## src/rtl/uart_rx_cfg.sv

```systemverilog
// UART receiver with 2-of-3 mid-bit majority sampling and a ready/valid output holding register.
// Optional parity checking is compiled in with the UART_RX_PARITY_EN macro.
module uart_rx_cfg #(
  parameter int CLKS_PER_BIT = 10417,
  parameter int DATA_BITS    = 8,
  parameter int STOP_BITS    = 1,
  parameter int PARITY_ODD   = 0
) (
  input  logic                 CLK,
  input  logic                 RESET,
  input  logic                 RX,
  input  logic                 RX_READY,
  output logic                 RX_VALID,
  output logic [DATA_BITS-1:0] RX_DATA,
  output logic                 FRAME_ERR,
  output logic                 PARITY_ERR,
  output logic                 OVERRUN
);

  localparam int H = CLKS_PER_BIT / 2;
  localparam logic [15:0] CNT_LAST = 16'(CLKS_PER_BIT - 1);
  localparam logic [15:0] CNT_H_M1 = 16'(H - 1);
  localparam logic [15:0] CNT_H    = 16'(H);
  localparam logic [15:0] CNT_H_P1 = 16'(H + 1);
  localparam logic [3:0]  IDX_LAST = 4'(DATA_BITS - 1);
  localparam logic        STOP_LAST = 1'(STOP_BITS - 1);

  localparam logic [2:0] IDLE   = 3'd0;
  localparam logic [2:0] START  = 3'd1;
  localparam logic [2:0] DATA   = 3'd2;
`ifdef UART_RX_PARITY_EN
  localparam logic [2:0] PARITY = 3'd3;
`endif
  localparam logic [2:0] STOP   = 3'd4;
  localparam logic [2:0] DONE   = 3'd5;

  logic                 rx_meta_reg;
  logic                 rxs_reg;
  logic [2:0]           state_reg;
  logic [15:0]          cnt_reg;
  logic [3:0]           idx_reg;
  logic                 stop_idx_reg;
  logic                 s0_reg;
  logic                 s1_reg;
  logic [DATA_BITS-1:0] shift_reg;
  logic                 ferr_reg;

  logic maj;
  logic at_wrap;
  logic at_dec;
  logic done_load;

  // Majority of the two earlier samples and the live sample at the decision point
  assign maj       = (s0_reg & s1_reg) | (s0_reg & rxs_reg) | (s1_reg & rxs_reg);
  assign at_wrap   = (cnt_reg == CNT_LAST);
  assign at_dec    = (cnt_reg == CNT_H_P1);
  assign done_load = (state_reg == DONE) && (!RX_VALID || RX_READY);

`ifdef UART_RX_PARITY_EN
  logic perr_reg;
  logic parity_err_reg;
  logic par_exp;

  assign par_exp    = (^shift_reg) ^ (PARITY_ODD != 0);
  assign PARITY_ERR = parity_err_reg;
`else
  logic unused_parity_odd;

  assign unused_parity_odd = (PARITY_ODD != 0);
  assign PARITY_ERR        = 1'b0;
`endif

  always_ff @(posedge CLK) begin
    if (RESET) begin
      rx_meta_reg  <= 1'b1;
      rxs_reg      <= 1'b1;
      state_reg    <= IDLE;
      cnt_reg      <= '0;
      idx_reg      <= '0;
      stop_idx_reg <= 1'b0;
      s0_reg       <= 1'b1;
      s1_reg       <= 1'b1;
      shift_reg    <= '0;
      ferr_reg     <= 1'b0;
      RX_VALID     <= 1'b0;
      RX_DATA      <= '0;
      FRAME_ERR    <= 1'b0;
      OVERRUN      <= 1'b0;
`ifdef UART_RX_PARITY_EN
      perr_reg       <= 1'b0;
      parity_err_reg <= 1'b0;
`endif
    end else begin
      rx_meta_reg <= RX;
      rxs_reg     <= rx_meta_reg;
      OVERRUN     <= 1'b0;

      if (RX_VALID && RX_READY)
        RX_VALID <= 1'b0;

      if (state_reg != IDLE)
        cnt_reg <= at_wrap ? '0 : cnt_reg + 16'd1;
      if (cnt_reg == CNT_H_M1)
        s0_reg <= rxs_reg;
      if (cnt_reg == CNT_H)
        s1_reg <= rxs_reg;

      case (state_reg)
        IDLE: begin
          if (!rxs_reg) begin
            state_reg <= START;
            cnt_reg   <= '0;
            ferr_reg  <= 1'b0;
`ifdef UART_RX_PARITY_EN
            perr_reg  <= 1'b0;
`endif
          end
        end
        START: begin
          if (at_dec && maj) begin
            state_reg <= IDLE;
            cnt_reg   <= '0;
          end else if (at_wrap) begin
            state_reg <= DATA;
            idx_reg   <= '0;
          end
        end
        DATA: begin
          // LSB arrives first, so shifting in at the top leaves bit 0 at the bottom
          if (at_dec)
            shift_reg <= {maj, shift_reg[DATA_BITS-1:1]};
          if (at_wrap) begin
            idx_reg      <= idx_reg + 4'd1;
            stop_idx_reg <= 1'b0;
            if (idx_reg == IDX_LAST) begin
`ifdef UART_RX_PARITY_EN
              state_reg <= PARITY;
`else
              state_reg <= STOP;
`endif
            end
          end
        end
`ifdef UART_RX_PARITY_EN
        PARITY: begin
          if (at_dec && (maj != par_exp))
            perr_reg <= 1'b1;
          if (at_wrap)
            state_reg <= STOP;
        end
`endif
        STOP: begin
          if (at_dec) begin
            if (!maj)
              ferr_reg <= 1'b1;
            if (stop_idx_reg == STOP_LAST) begin
              state_reg <= DONE;
              cnt_reg   <= '0;
            end
          end else if (at_wrap) begin
            stop_idx_reg <= stop_idx_reg + 1'b1;
          end
        end
        DONE: begin
          if (done_load) begin
            RX_DATA   <= shift_reg;
            FRAME_ERR <= ferr_reg;
            RX_VALID  <= 1'b1;
`ifdef UART_RX_PARITY_EN
            parity_err_reg <= perr_reg;
`endif
          end else begin
            OVERRUN <= 1'b1;
          end
          state_reg <= IDLE;
          cnt_reg   <= '0;
        end
        default: begin
          state_reg <= IDLE;
          cnt_reg   <= '0;
        end
      endcase
    end
  end

endmodule

```

## config.mk

```make
export PLATFORM = sky130hd
export DESIGN_NAME = uart_rx_cfg
export DESIGN_NICKNAME = d
export VERILOG_FILES = /design/src/rtl/uart_rx_cfg.sv
export SDC_FILE = /design/constraint.sdc
export NUM_CORES = 1
export LEC_CHECK = 0
export BUFFER_PORTS_ARGS = -buffer_cell sky130_fd_sc_hd__buf_2
export CORE_MARGIN = 2
export CORE_UTILIZATION = 40
export CTS_BUF_LIST = sky130_fd_sc_hd__clkbuf_4
export CTS_CLUSTER_DIAMETER = 200
export CTS_CLUSTER_SIZE = 16
export DETAILED_ROUTE_END_ITERATION = 16
export SLEW_MARGIN = 10
export SYNTH_ARGS = -nofsm -noshare
export SYNTH_HDL_FRONTEND = slang
export SYNTH_SLANG_ARGS = --single-unit
```

## constraint.sdc

```tcl
create_clock -name CLK -period 2.05 [get_ports CLK]
set_input_delay 0.41 -clock CLK [delete_from_list [all_inputs] [get_ports CLK]]
set_output_delay 0.41 -clock CLK [all_outputs]
set_load 0.03 [all_outputs]
```

==> results.ini <==
[status]
status = finished, violations left
violations = setup timing

[final_layout]
postLayoutCoreUtil_pct = 48.1
layout_common_cells = dfxtp_1, nor2_1, buf_4, nand2_1, a21oi_1
insertedDiodeCount = 0
final_common_cell = dfxtp_1
syn2layout_area_growth_pct = 18.2
layout.nets = 311
fillerInstances = 568
seq_area_um2 = 967
drive_above_1_share_pct = 29.9
largest_reg_flops = 16
multi_input_area_um2 = 1340
final_area_um2 = 2800

[place]
gp_congestion = 0.859
post_dp_cell_area_um2 = 2630
io_buffer_count = 14
dp_hpwl_um = 3450
pre_cts_ws_ns = -0.0526

[setup_path]
regToRegSetupSlack_ns = -0.03
r2r-end = state_reg[1]$_SDFFE_PP0P_
cp.depth = 6
worstPathMaxFanout = 5
crit_slowest_cell = or4bb_4
cp_cell_sequence = or4bb_4, nor4_4, buf_4, a31oi_4, a21oi_4, mux2_4
cp.required_ns = 2.31
path_buf_inv = 1
r2r_cells = 6
critPathCapture = state_reg[1]$_SDFFE_PP0P_
crit_type = flop to flop
r2r_start = cnt_reg[5]$_SDFF_PP0_
setup.worst_path.end_class = flop
startpoint_type = flop
critPathMaxStageDelay_ns = 0.55
cp_data_arrival_time_ns = 2.35
crit_family = simple AND/OR/NAND/NOR gates
worstSetupStartpoint = cnt_reg[5]$_SDFF_PP0_

[synthesis]
synthDistinctLibCells = 55
synthFlopType = dfxtp_1
syn-num-nets = 276
ys_seq_area_share_pct = 40.5
yosysWarningCount = 0
synth_edf_count = 0
synth.avg_cell_area_um2 = 8.84
syn_area_um2 = 2370
netlist_instances = 268
async_reset_ff_share_pct = 0
ys_seq_elements = 48

[power]
peakVddDrop_uv = 344
total_power_mw = 2.07
p_per_area_nw_per_um2 = 740
p_leak_nw = 0.995

[sta]
fmax_ghz = 0.480
skew_ns = 0.0115
fin_ws_ns = -0.0336
drv_slew = 0
tightest_slew_ns = 0.496
final_hold_viol_count = 0
relSlewSlack_pct = 66.8
rsz0062_at_grt = true
final.setup.tns_ns = -0.0661
period_share_pct = 102
finalWorstPathRequiredPeriod_ns = 2.08
setup_violations = 2

[clock_tree]
cts.sinks = 48
clock_latency_ns = 0.36
ctsRootBufferMaster = clkbuf_4
cts_tree = yes
clkTransAtPathRegs_ns = 0.14
clk_path_buf_depth = 2
h-tree-depth = 2
cts_buffers = 5

[global_routing]
grt_pass1_wl_um = 8080
antenna_found_initial = 0
grt_max_degree = 24
grt_usage_pct = 15.8
grt_overflow = 0
grt_pass1_vias = 1720

[floorplan]
die_h_um = 81.0
rows = 28
initial_utilization_pct = 40.7
die_x_um = 81.0
die_area_um2 = 6560
io_pins = 16
core_area_um2 = 5820

[hold_path]
hold_class = input port to flop

[drt]
wirelength_um = 4860
drtIter0Drc = 69
routed_via_density = 5.08
wire_per_inst_um = 12.8
drtAntennaViolNets = 0
post-route-drc-count = 0
num_vias = 1927
dr.pass1.iters = 4

[job]
drv_cap = 0

==> metrics by stage <==
stage               instances  hold WS [ns]
global route              379         0.208
CTS                       378         0.208
detailed placement        368         0.399
floorplan                 268         0.389
finish                    379         0.227
global placement          368         0.393
==> report_power, final <==
group          switching (mW)  internal, mW
logic                   0.271         0.229
registers              0.0327         0.951
clock network           0.329         0.261
total                   0.632          1.44
==> layout make-up <==
cell class	count	area share (%)
clock inverter	3	1.70
clock buffer	5	1.34
timing repair buffer	42	10.5
sequential	48	34.5
inverter	7	0.938
tap	75	3.35
multi-input combinational	199	47.7
==> how the worst min path moves through the flow <==
| stage | startpoint | to | cells after the start |
|---|---|---|---|
| 6_report | RX | rx_meta_reg$_SDFF_PP1_ | 2 |
| 5_1_grt | RX | rx_meta_reg$_SDFF_PP1_ | 2 |
| 4_1_cts | RX | rx_meta_reg$_SDFF_PP1_ | 2 |
| 3_5_place_dp | rx_meta_reg$_SDFF_PP1_ | rxs_reg$_SDFF_PP1_ | 1 |
| 3_3_place_gp | rx_meta_reg$_SDFF_PP1_ | rxs_reg$_SDFF_PP1_ | 1 |
| 2_1_floorplan | rx_meta_reg$_SDFF_PP1_ | rxs_reg$_SDFF_PP1_ | 1 |
==> cells in the mapped netlist (2+ instances only) <==
library cell	instances	area (um^2)
nand2b_1	2	12.5
nor3b_1	2	15.0
xor2_1	3	26.3
nor3_1	12	60.1
buf_6	6	67.6
o21ai_0	5	25.0
xnor2_1	12	105
clkbuf_1	6	22.5
mux2i_1	10	100
ha_1	4	50.1
nand2_1	29	109
nand4_1	3	18.8
nand3_1	10	50.1
nor2_1	33	124
inv_1	7	26.3
dfxtp_1	48	961
or4_4	2	22.5
a31oi_1	3	18.8
or2_2	2	12.5
a211oi_1	2	15.0
nor2b_1	3	18.8
mux2_1	2	22.5
a21oi_1	18	90.1
a21o_2	2	17.5
and4_1	2	17.5
nor2_2	10	62.6
nor4_1	2	12.5
==> per-layer routing <==
layer  routed length (um)  GRT usage (%)
met2                 2310           25.1
met4                   29           5.08
met3                  139           3.78
met5                    0              0
met1                 2380           21.0
==> cells by family after synthesis <==
logic type / share of synthesized area, %
buf+inv: 5.44
other cells: 0.158
fa+ha+maj: 2.53
compound gates: 11.6
mux: 5.17
flops: 40.5
simple gates: 29.0
xor+xnor: 5.54
==> worst reg2reg max path, cell delays in order (launching register included) <==
cell and delay [ns]:
dfxtp_2 0.35, or4bb_4 0.55, nor4_4 0.30, buf_4 0.20, a31oi_4 0.10, a21oi_4 0.18, mux2_4 0.31
==> repair_timing <==
action                                  CTS  global route
resized for setup                         6             8
endpoints found under the setup margin    3            30
pin swaps                                 3            17
hold buffers                              0             0
setup buffers                             2             1
gates cloned                              0             0
No activity file was read; power rests on OpenSTA's default activity.
